**src/rtl/gate_lab_pkg.sv**
```systemverilog
// Shared types for the gate demonstrator: gate mode codes, heartbeat width, gate evaluation.
// Pure declarations; no latency and no backpressure of its own.
package gate_lab_pkg;

  typedef enum logic [2:0] {
    MODE_NAND = 3'd0,
    MODE_NOR  = 3'd1,
    MODE_AND  = 3'd2,
    MODE_OR   = 3'd3,
    MODE_XOR  = 3'd4,
    MODE_XNOR = 3'd5
  } gate_mode_t;

  localparam logic [2:0] MODE_LAST = 3'd5;
  localparam int         HB_BITS   = 24;

  // Codes 6/7 are never produced by the FSM but fall back to NAND if seen.
  function automatic logic gate_eval(input gate_mode_t m, input logic and_r,
                                     input logic or_r, input logic xor_r);
    logic r;
    case (m)
      MODE_NOR:  r = ~or_r;
      MODE_AND:  r = and_r;
      MODE_OR:   r = or_r;
      MODE_XOR:  r = xor_r;
      MODE_XNOR: r = ~xor_r;
      default:   r = ~and_r;
    endcase
    return r;
  endfunction

endpackage

```
**src/rtl/btn_debounce.sv**
```systemverilog
// Active-low button synchroniser + debouncer with a one-cycle press (1->0) pulse.
// Latency 2 + DEBOUNCE_CYCLES clk from pin to db_n; free-running, no backpressure.
module btn_debounce #(
  parameter int DEBOUNCE_CYCLES = 270000
) (
  input  logic clk,
  input  logic rst_n,
  input  logic raw_n,
  output logic db_n,
  output logic fall_pulse
);

  localparam int             CW       = $clog2(DEBOUNCE_CYCLES);
  localparam logic [CW-1:0]  CNT_LAST = CW'(DEBOUNCE_CYCLES - 1);

  logic          sync1;
  logic          sync2;
  logic [CW-1:0] cnt;

  // A change is taken only after DEBOUNCE_CYCLES consecutive differing samples.
  always_ff @(posedge clk or negedge rst_n) begin
    if (!rst_n) begin
      sync1      <= 1'b1;
      sync2      <= 1'b1;
      db_n       <= 1'b1;
      cnt        <= '0;
      fall_pulse <= 1'b0;
    end else begin
      sync1      <= raw_n;
      sync2      <= sync1;
      fall_pulse <= 1'b0;
      if (sync2 != db_n) begin
        if (cnt == CNT_LAST) begin
          db_n       <= sync2;
          cnt        <= '0;
          fall_pulse <= ~sync2;
        end else begin
          cnt <= cnt + 1'b1;
        end
      end else begin
        cnt <= '0;
      end
    end
  end

endmodule

```
**src/rtl/gate_lab.sv**
```systemverilog
// Debounced N_IN-input gate demonstrator on active-low LEDs, mode cycled by a button; GATE_LAB_HEARTBEAT_EN adds a led_n[5] heartbeat.
// Latency pin->led_n 2 + DEBOUNCE_CYCLES + 1 clk; free-running, no backpressure.
module gate_lab
  import gate_lab_pkg::*;
#(
  parameter int N_IN            = 2,
  parameter int DEBOUNCE_CYCLES = 270000,
  parameter int LED_W           = 6
) (
  input  logic             clk,
  input  logic             rst_n,
  input  logic [N_IN-1:0]  btn_n,
  input  logic             mode_btn_n,
  output logic [LED_W-1:0] led_n,
  output logic [2:0]       mode
);

  logic [N_IN-1:0] op_db_n;
  logic [N_IN-1:0] op_fall_unused;
  logic            mode_db_unused;
  logic            mode_press;
  logic [N_IN-1:0] a;
  logic            result_q;
  gate_mode_t      mode_q;
  gate_mode_t      mode_d;

  for (genvar i = 0; i < N_IN; i++) begin : g_op
    btn_debounce #(.DEBOUNCE_CYCLES(DEBOUNCE_CYCLES)) u_db (
      .clk       (clk),
      .rst_n     (rst_n),
      .raw_n     (btn_n[i]),
      .db_n      (op_db_n[i]),
      .fall_pulse(op_fall_unused[i])
    );
  end

  btn_debounce #(.DEBOUNCE_CYCLES(DEBOUNCE_CYCLES)) u_mode_db (
    .clk       (clk),
    .rst_n     (rst_n),
    .raw_n     (mode_btn_n),
    .db_n      (mode_db_unused),
    .fall_pulse(mode_press)
  );

  assign a = ~op_db_n;

  always_ff @(posedge clk or negedge rst_n) begin
    if (!rst_n) mode_q <= MODE_NAND;
    else        mode_q <= mode_d;
  end

  // Wrap covers the unreachable codes too, so a corrupted state recovers to NAND.
  always_comb begin
    mode_d = mode_q;
    if (mode_press) begin
      if (mode_q >= MODE_LAST) mode_d = MODE_NAND;
      else                     mode_d = gate_mode_t'(mode_q + 3'd1);
    end
  end

  always_ff @(posedge clk or negedge rst_n) begin
    if (!rst_n) result_q <= 1'b0;
    else        result_q <= gate_eval(mode_q, &a, |a, ^a);
  end

  assign mode = mode_q;

`ifdef GATE_LAB_HEARTBEAT_EN
  logic [HB_BITS-1:0] hb_cnt;
  logic               hb_led;

  always_ff @(posedge clk or negedge rst_n) begin
    if (!rst_n) begin
      hb_cnt <= '0;
      hb_led <= 1'b1;
    end else begin
      hb_cnt <= hb_cnt + 1'b1;
      if (&hb_cnt) hb_led <= ~hb_led;
    end
  end
`endif

  always_comb begin
    led_n      = '1;
    led_n[0]   = ~result_q;
    led_n[3:1] = ~mode_q;
    led_n[4]   = ~(|a);
`ifdef GATE_LAB_HEARTBEAT_EN
    led_n[5]   = hb_led;
`endif
  end

endmodule

```
**config.mk**
```make
export PLATFORM = sky130hd
export DESIGN_NAME = gate_lab
export DESIGN_NICKNAME = d
export VERILOG_FILES = /design/src/rtl/gate_lab_pkg.sv /design/src/rtl/btn_debounce.sv /design/src/rtl/gate_lab.sv
export SDC_FILE = /design/constraint.sdc
export NUM_CORES = 1
export LEC_CHECK = 0
export ABC_CLOCK_PERIOD_IN_PS = 2000
export CORE_ASPECT_RATIO = 0.9
export CORE_UTILIZATION = 54
export CTS_CLUSTER_SIZE = 20
export DETAILED_ROUTE_END_ITERATION = 6
export GPL_TIMING_DRIVEN = 0
export PLACE_DENSITY = 0.86
export SLEW_MARGIN = 40
export SYNTH_ARGS = -nofsm -noshare
export SYNTH_HDL_FRONTEND = slang
export SYNTH_SLANG_ARGS = --single-unit
```
**constraint.sdc**
```tcl
create_clock -name clk -period 2 [get_ports clk]
set_clock_uncertainty 0.2 [all_clocks]
set_input_delay 0.3 -clock clk [delete_from_list [all_inputs] [get_ports clk]]
set_output_delay 0.3 -clock clk [all_outputs]
set_load 0.01 [all_outputs]
```
Word-level counts from Yosys, hierarchy flattened
Cells that the tools add are included.
Word-level totals
  flip-flop bits (word level): 71
  input port bits: 5
  output and inout port bits: 9
  logic and storage cells: 54
Cells by class
  $add $sub $neg: 4
  $lt $le $gt $ge: 1
  equal/unequal tests: 11
  muxes and demuxes: 10
  bitwise logic cells: 7
  reduce and logical (&&, ||, !) cells: 6
Operator list (number)
  $mux W19: 6
  $add A19 B1 Y19 const B: 3
  $eq A19 B19 Y1 const B: 3
  $reduce_and A2 Y1: 4
  $eq A3 B2 Y1 const B: 2
  $eq A3 B3 Y1 const B: 2
  $not A1 Y1: 5
  $pmux W1 S5: 1
  $add A3 B1 Y3 const B: 1
  $eq A3 B1 Y1 const B: 1
  $ge A3 B3 Y1 const B: 1
  $mux W3: 1
  $ne A1 B1 Y1: 3
  $not A3 Y3: 1
  $mux W1: 2
  $not A2 Y2: 1
  $reduce_or A2 Y1: 1
  $reduce_xor A2 Y1: 1

Depth between registers and ports, before layout
Gate-level depths: netlist (run 1).
  depth after elaboration: 4
  mapped depth: 6
  gate-level depth less buffers: 6

By module
A second synthesis (run 1) with hierarchy kept.
Unflattened totals
  cells, all modules: 357
  area total of the unflattened synthesis: 3669.8 um2
By module, submodules not included
  btn_debounce: times used 3, cells an instance 107, area each 1113.6 um2, seq. area each 579.3 um2
  gate_lab: times used 1, cells an instance 36, area each 329.1 um2, seq. area each 100.1 um2

Worst setup path after synthesis (run 1)
No wires, ideal clock.
  kind: reg2reg
  start: reg u_mode_db.cnt[14]
  end: reg u_mode_db.db_n
  setup time: 82 ps
  arrival time: 1754 ps
  required time: 1718 ps
  path slack: -36 ps
  cell stages (with the launch flop): 4
  buffers on the path: 0
  clock period less this slack: 2036 ps
  path through: dfrtp_1 or4b_4 or4_4 mux2_4
Between the ends
  cells in the longest elaborated chain, start to end: 2
RTL lines
  start, declared: line btn_debounce.sv:18  | logic [CW-1:0] cnt;
  start signal, assigned: line btn_debounce.sv:38  | cnt <= cnt + 1'b1;
  $eq A19 B19 Y1: line btn_debounce.sv:33  | if (cnt == CNT_LAST) begin
  $reduce_and A2 Y1 (no line)
  end signal, assigned: line btn_debounce.sv:34  | db_n <= sync2;
  end, declared: line btn_debounce.sv:9  | output logic db_n,
Every way passes these cells.
A chain may end at the register's enable or synchronous reset.

Final worst setup path (run 1)
  start: reg u_mode_db.cnt[1]
  end: reg u_mode_db.db_n
Same word-level chain as after synthesis.

==> results of run 1 <==
[layer usage]
metal	track usage, %	vias up	routed length (um)
li1	-	1314	-
met1	26.5	1378	3160
met2	39.7	70	3660
met3	5.99	14	304
met4	9.50	0	103
met5	0	-	0
[power groups by stage]
stage | combinational (W) | sequential [W] | clock (W)
6_report | 0.000123 | 0.00148 | 0.00100
5_1_grt | 0.000138 | 0.00149 | 0.00110
4_1_cts | 0.000109 | 0.00148 | 0.00102
3_5_place_dp | 0.0000979 | 0.00151 | 0
3_3_place_gp | 0.0000878 | 0.00151 | 0
2_1_floorplan | 0.0000438 | 0.00150 | 0
[stage by stage]
step,TNS [ns],std cells,total power [W],utilization [%]
2_1_floorplan,0,351,0.00155,-
3_3_place_gp,-128.56,450,0.00160,60.3
3_5_place_dp,-8.24,451,0.00161,60.8
4_1_cts,-0.0560,474,0.00261,64.9
5_1_grt,-0.189,484,0.00272,66.8
6_report,-0.0101,484,0.00261,66.8
[cell type report]
| class | instances | area (sq um) |
|---|---|---|
| repair buffers | 31 | 287 |
| inverters | 11 | 41.3 |
| clock inverters | 3 | 18.8 |
| plain buffers | 5 | 41.3 |
| well taps | 87 | 109 |
| clock buffers | 13 | 149 |
| fillers | 479 | 2060 |
| flip-flops and latches | 71 | 1790 |
| multi-input cells | 263 | 1720 |
[cell families after synthesis]
logic type	Yosys count
simple gates	175
flops	71
xor+xnor	46
compound gates	25
fa+ha+maj	10
other cells	1
mux	6
buf+inv	17
[worst reg2reg max path, stage by stage (launching register included)]
cell and delay [ns]:
dfrtp_1 0.38, ha_2 0.21, and3_4 0.22, nand3_4 0.09, or4_4 0.53, mux2_4 0.32
[synth_stat cells (3+ instances only)]
master	n
inv_1	11
xnor2_1	26
nor3_1	8
ha_1	10
or3_1	5
buf_2	3
nand4_1	16
mux2i_1	3
o21ai_0	12
nand3_1	31
dfrtp_1	62
nand2_1	13
nor4_1	10
and4_1	10
dfstp_2	9
nor2_1	69
xor2_1	20
a21oi_1	4
[sequential cells by signal (all words and copies together), names as in the netlist]
name / count
u_mode_db.sync1: 1
result_q: 1
u_mode_db.fall_pulse: 1
g_op.u_db.sync1: 2
mode: 3
g_op.u_db.sync2: 2
g_op.u_db.cnt: 38
u_mode_db.sync2: 1
u_mode_db.db_n: 1
u_mode_db.cnt: 19
g_op.u_db.db_n: 2
[path summary, 6_finish.rpt]
kind                                         to          startpoint  cells past startpoint
setup / recovery                 u_mode_db.db_n    u_mode_db.cnt[1]                      5
setup reg to reg                 u_mode_db.db_n    u_mode_db.cnt[1]                      5
max in group asynchronous    g_op[0].u_db.sync1               rst_n                      3
hold / removal             g_op[1].u_db.cnt[14]               rst_n                      2
min in group clk                u_mode_db.sync1          mode_btn_n                      1
hold reg to reg              g_op[0].u_db.sync2  g_op[0].u_db.sync1                      0
[layout by cell type, fill, tap and decap left out, types with 9 or more instances in the layout]
cell type   n
nor4_1     10
dfrtp_1    60
dfstp_2     9
xor2_1     20
o21ai_0    12
nand2_1    13
nand3_1    30
xnor2_1    26
buf_4      19
nand4_1    16
nor2_1     69
inv_1       9
clkbuf_8   10
and4_1     10
[what timing repair did]
action	CTS	global route
buffers inserted	6	11
hold endpoints to repair	64	0
setup endpoints to repair	54	38
pin swaps	5	5
resized for setup	13	12
hold buffers	1	0
==> flow_summary.toml, run 1 <==
[outcome]
status = "finished with violations"
violations = "negative setup slack"

[power]
ir_drop_mv = 0.499
p_leak_nw = 1.67
p_comb_share_pct = 4.7
clkPwrFrac_pct = 38.4
pwr-share-seq_pct = 56.9
p_int_w = 0.00200
power.density_nw_per_um2 = 628
p_sw_w = 0.000609
netSwitchingFraction_pct = 23.4

[routing]
ant_nets = 0
vias = 2776
drc = 0
route.detailed.wl_per_inst_um = 14.9
drtIter0Drc = 123
wl_um = 7220
via_per_inst = 5.74
firstDrtPassIters = 4

[synthesis]
synth_top_family_by_area = "simple AND/OR/NAND/NOR gates"
synthAdderAreaFrac_pct = 3.56
synth-simple-area-share_pct = 25.4
netlist_area_sq_um = 3510
synth_top_area_share_pct = 44.1
synthCells = 351
synth_compound_area_share_pct = 4.63
synth_edf_count = 0
netlist_top_cells_area = "dfrtp_1 44%, nor2_1 7.4%, dfstp_2 6.7%, xnor2_1 6.5%, xor2_1 5.0%"
synth_xor_area_share_pct = 11.5
postSynthAreaPerCell_sq_um = 10.0
synthFlopType = "dfrtp_1"
synth_nets = 366
yosysWarnings = 0
synth.area.mux_share_pct = 1.92
synth_top_area_cell = "dfrtp_1"
yosysSeqAreaShare_pct = 50.9
synth_cell_types = 40
synth-async-reset-ratio_pct = 100
synth-seq-cells = 71

[worst_hold_path]
hold_class = "in2async"

[global_routing]
grtUsageTotal_pct = 22.8
grt_max_degree = 57
grt_pass1_wl_um = 12000
grt_pass1_vias = 2745
antenna_found_initial = 0
overflow = 0

[place]
post-dp-hpwl_um = 4660
globalplace.congestion = 0.827
portBuffers = 12
dp_slack_ns = -0.308
dpl-instance-area_sq_um = 3780

[cells_and_area]
fin_area_sq_um = 4150
diodes = 0
drive_gt1_share_pct = 16.9
area.growth.synth_to_final_pct = 18.2
nets = 407

[timing]
setup_violations = 1
min_period_over_period_pct = 101
rsz0062_at_grt = "true"
whs_ns = 0.157
drv_slew = 0
finalHoldViolCount = 0
fmax_mhz = 497
fin_ws_ns = -0.0101
fin_crit_ns = 2.01

[setup_path]
crit_family = "simple AND/OR/NAND/NOR gates"
worstPathRequired_ns = 2.08
criticalPathCategory = "reg2reg"
arrival_ns = 2.09
slowest_delay_ns = 0.53
reg2reg_setup_slack_ns = -0.01
crit_chain = "ha_2, and3_4, nand3_4, or4_4, mux2_4"
setup.worst_path.start_class = "flip-flop"
crit_fanout = 3
end_kind = "flip-flop"
cpMaxStageDelayCell = "or4_4"
crit_buf_inv = 0

[floorplanning]
fp-row-count = 27
io_pins = 14
core_area_sq_um = 6220
die_area_sq_um = 6840
die_h_um = 78.5
die_w_um = 87.0
start_util_pct = 56.5

[clock_tree]
cts.sinks = 71
clk_latency_ns = 0.35
cts.clk_slew.worst_paths_ns = 0.08
cts_buffer_depth = 2
root_buffer = "clkbuf_8"
numCtsBuffers = 9
cts_tree = "built"
htreeDepth = 3

[flow_run]
timing.max_cap.violations = 0
Note: power is estimated with default switching activity, not from simulation.
==> run 2, diff against run 1 <==
--- a/config.mk
+++ b/config.mk
@@ -5,11 +5,13 @@
 export SDC_FILE = /design/constraint.sdc
 export NUM_CORES = 1
 export LEC_CHECK = 0
-export ABC_CLOCK_PERIOD_IN_PS = 2000
+export ABC_CLOCK_PERIOD_IN_PS = 1650
 export CORE_ASPECT_RATIO = 0.9
+export CORE_MARGIN = 4
 export CORE_UTILIZATION = 54
 export CTS_CLUSTER_SIZE = 20
 export DETAILED_ROUTE_END_ITERATION = 6
+export GPL_ROUTABILITY_DRIVEN = 0
 export GPL_TIMING_DRIVEN = 0
 export PLACE_DENSITY = 0.86
 export SLEW_MARGIN = 40
==> constraint.sdc (replaced) <==
create_clock -name clk -period 1.65 [get_ports clk]
set_clock_uncertainty 0.2 [all_clocks]
set_input_delay 0.2475 -clock clk [delete_from_list [all_inputs] [get_ports clk]]
set_output_delay 0.2475 -clock clk [all_outputs]
set_load 0.01 [all_outputs]
==> run 2 against run 1 <==
Effect of this change:
- the flow still finishes with violations (negative setup slack)
- clock power rose by 59%
- first-iteration DRC count rose by 72%
- maximum frequency fell by 1.6%
- wire length rose by 53%
- register-to-register slack got worse by 0.38 ns
- cell count rose by 6.8%
- sequential share of layout area fell by 6.8 points
- via count rose by 14%
- setup slack got worse by 0.38 ns
- total power rose by 40%
- critical endpoint unchanged
==> flow_summary.toml, run 2 (same netlist as run 1, synthesis figures left out) <==
[setup_path]
criticalPathCategory = "reg2reg"
crit_fanout = 3
crit_buf_inv = 0
end_kind = "flip-flop"
r2r_end = "u_mode_db.db_n"
crit_family = "simple AND/OR/NAND/NOR gates"
reg2reg_setup_slack_ns = -0.39
worstPathRequired_ns = 1.73
setup.worst_path.start_class = "flip-flop"
timing.rr.start = "u_mode_db.cnt[0]"
slowest_delay_ns = 0.54
cpMaxStageDelayCell = "or4_4"
crit_chain = "ha_4, and3_4, nand3_4, or4_4, mux2_4"
ff2ff_path_depth = 5
arrival_ns = 2.12

[clock_tree]
cts.clk_slew.worst_paths_ns = 0.08
htreeDepth = 3
numCtsBuffers = 9
cts_buffer_depth = 2
root_buffer = "clkbuf_8"
clk_latency_ns = 0.36
cts_tree = "built"
cts.sinks = 71

[routing]
via_per_inst = 6.13
wl_um = 11000
drtIter0Drc = 211
firstDrtPassIters = 5
route.detailed.wl_per_inst_um = 21.3
ant_nets = 0
vias = 3169
drc = 0

[floorplanning]
core_area_sq_um = 6220
io_pins = 14
die_area_sq_um = 7870
fp-row-count = 27
start_util_pct = 56.5
die_w_um = 93.0
die_h_um = 84.5

[timing]
fin_crit_ns = 2.04
finalHoldViolCount = 0
min_period_over_period_pct = 124
fin_ws_ns = -0.393
rsz0062_at_grt = "true"
setup_violations = 60
drv_slew = 0
fmax_mhz = 489

[cells_and_area]
drive_gt1_share_pct = 45.3
area.growth.synth_to_final_pct = 41.1
diodes = 0
final_common_cell = "dfrtp_1"
top_register = "g_op.u_db.cnt"
finalCoreUtilization_pct = 79.8
fin_area_sq_um = 4960
fin_cells = 517
largest_reg_flops = 38
nets = 440
layout.cells.most_common_list = "50 x dfrtp_1, 37 x buf_4, 31 x nor2_2"

[power]
p_int_w = 0.00282
p_sw_w = 0.000828
clkPwrFrac_pct = 43.8
power.density_nw_per_um2 = 735
netSwitchingFraction_pct = 22.7
p_leak_nw = 1.91
ir_drop_mv = 0.583
p_comb_share_pct = 6.7
pwr-share-seq_pct = 49.5

[place]
post-dp-hpwl_um = 4910
portBuffers = 12
dp.cells = 451
dpl-instance-area_sq_um = 3840

[global_routing]
grt_max_degree = 55
grt_pass1_vias = 3014
grtUsageTotal_pct = 23.0
antenna_found_initial = 0
grt_pass1_wl_um = 14300
overflow = 0

[outcome]
violations = "negative setup slack"
status = "finished with violations"

[worst_hold_path]
hold_class = "in2async"

[flow_run]
timing.max_cap.violations = 0
-- run 2: power by group through the flow --
stage | clock network [W] | registers [W] | logic (W)
after floorplan | 0 | 0.00182 | 0.0000622
after global placement | 0 | 0.00183 | 0.000117
after detailed placement | 0 | 0.00183 | 0.000129
after CTS | 0.00159 | 0.00179 | 0.000191
after global routing | 0.00168 | 0.00181 | 0.000264
final | 0.00159 | 0.00180 | 0.000245
-- run 2: metal layers --
| layer | part of all wire (%) | global-route usage, % |
|---|---|---|
| met5 | 0 | 0 |
| met4 | 4.2 | 7.46 |
| met3 | 5.4 | 7.08 |
| met2 | 54 | 38.7 |
| met1 | 37 | 28.1 |
-- run 2: worst register-to-register path, cell delays in order, from the launching register on --
cell and delay, ns:
dfrtp_1 0.42, ha_4 0.18, and3_4 0.21, nand3_4 0.09, or4_4 0.54, mux2_4 0.33
-- run 2: how the worst max path moves through the flow --
stage | endpoint | cells past startpoint | from
floorplan | u_mode_db.db_n | 3 | u_mode_db.cnt[16]
global placement | u_mode_db.cnt[12] | 1 | rst_n
detailed placement | u_mode_db.cnt[6] | 6 | u_mode_db.cnt[0]
CTS | u_mode_db.db_n | 3 | u_mode_db.cnt[16]
global route | u_mode_db.db_n | 3 | u_mode_db.cnt[16]
finish | u_mode_db.db_n | 5 | u_mode_db.cnt[0]
-- run 2: layout make-up --
cell class | instances | area [sq um]
Multi-Input combinational cell | 263 | 2140
Sequential cell | 71 | 1800
Fill cell | 364 | 1260
Timing Repair Buffer | 65 | 589
Clock buffer | 13 | 159
Tap cell | 87 | 109
Clock inverter | 3 | 65.1
Inverter | 11 | 48.8
Buffer | 4 | 41.3
-- run 2: through the flow --
step	power (W)	hold slack, ns	TNS [ns]	setup WS [ns]
2_1_floorplan	0.00189	-0.248	-3.15	-0.299
3_3_place_gp	0.00195	0.146	-157.29	-2.20
3_5_place_dp	0.00196	-0.103	-11.93	-0.423
4_1_cts	0.00358	0.0820	-6.28	-0.332
5_1_grt	0.00375	0.0809	-17.34	-0.417
6_report	0.00364	0.0937	-14.43	-0.393
-- run 2: what timing repair did --
| action | CTS | global route |
|---|---|---|
| cloned | 2 | 1 |
| endpoints found under the setup margin | 69 | 63 |
| pin swaps | 29 | 28 |
| hold buffers | 1 | 0 |
| endpoints found under the hold margin | 62 | 0 |
| gates resized for setup | 61 | 103 |
| buffers inserted | 38 | 11 |
==> run 3, diff against run 2 <==
--- a/config.mk
+++ b/config.mk
@@ -6,6 +6,7 @@
 export NUM_CORES = 1
 export LEC_CHECK = 0
 export ABC_CLOCK_PERIOD_IN_PS = 1650
+export CAP_MARGIN = 20
 export CORE_ASPECT_RATIO = 0.9
 export CORE_MARGIN = 4
 export CORE_UTILIZATION = 54
==> results of run 3 <==
Same layout as run 2: the final DEF is identical, and so are final timing and power.
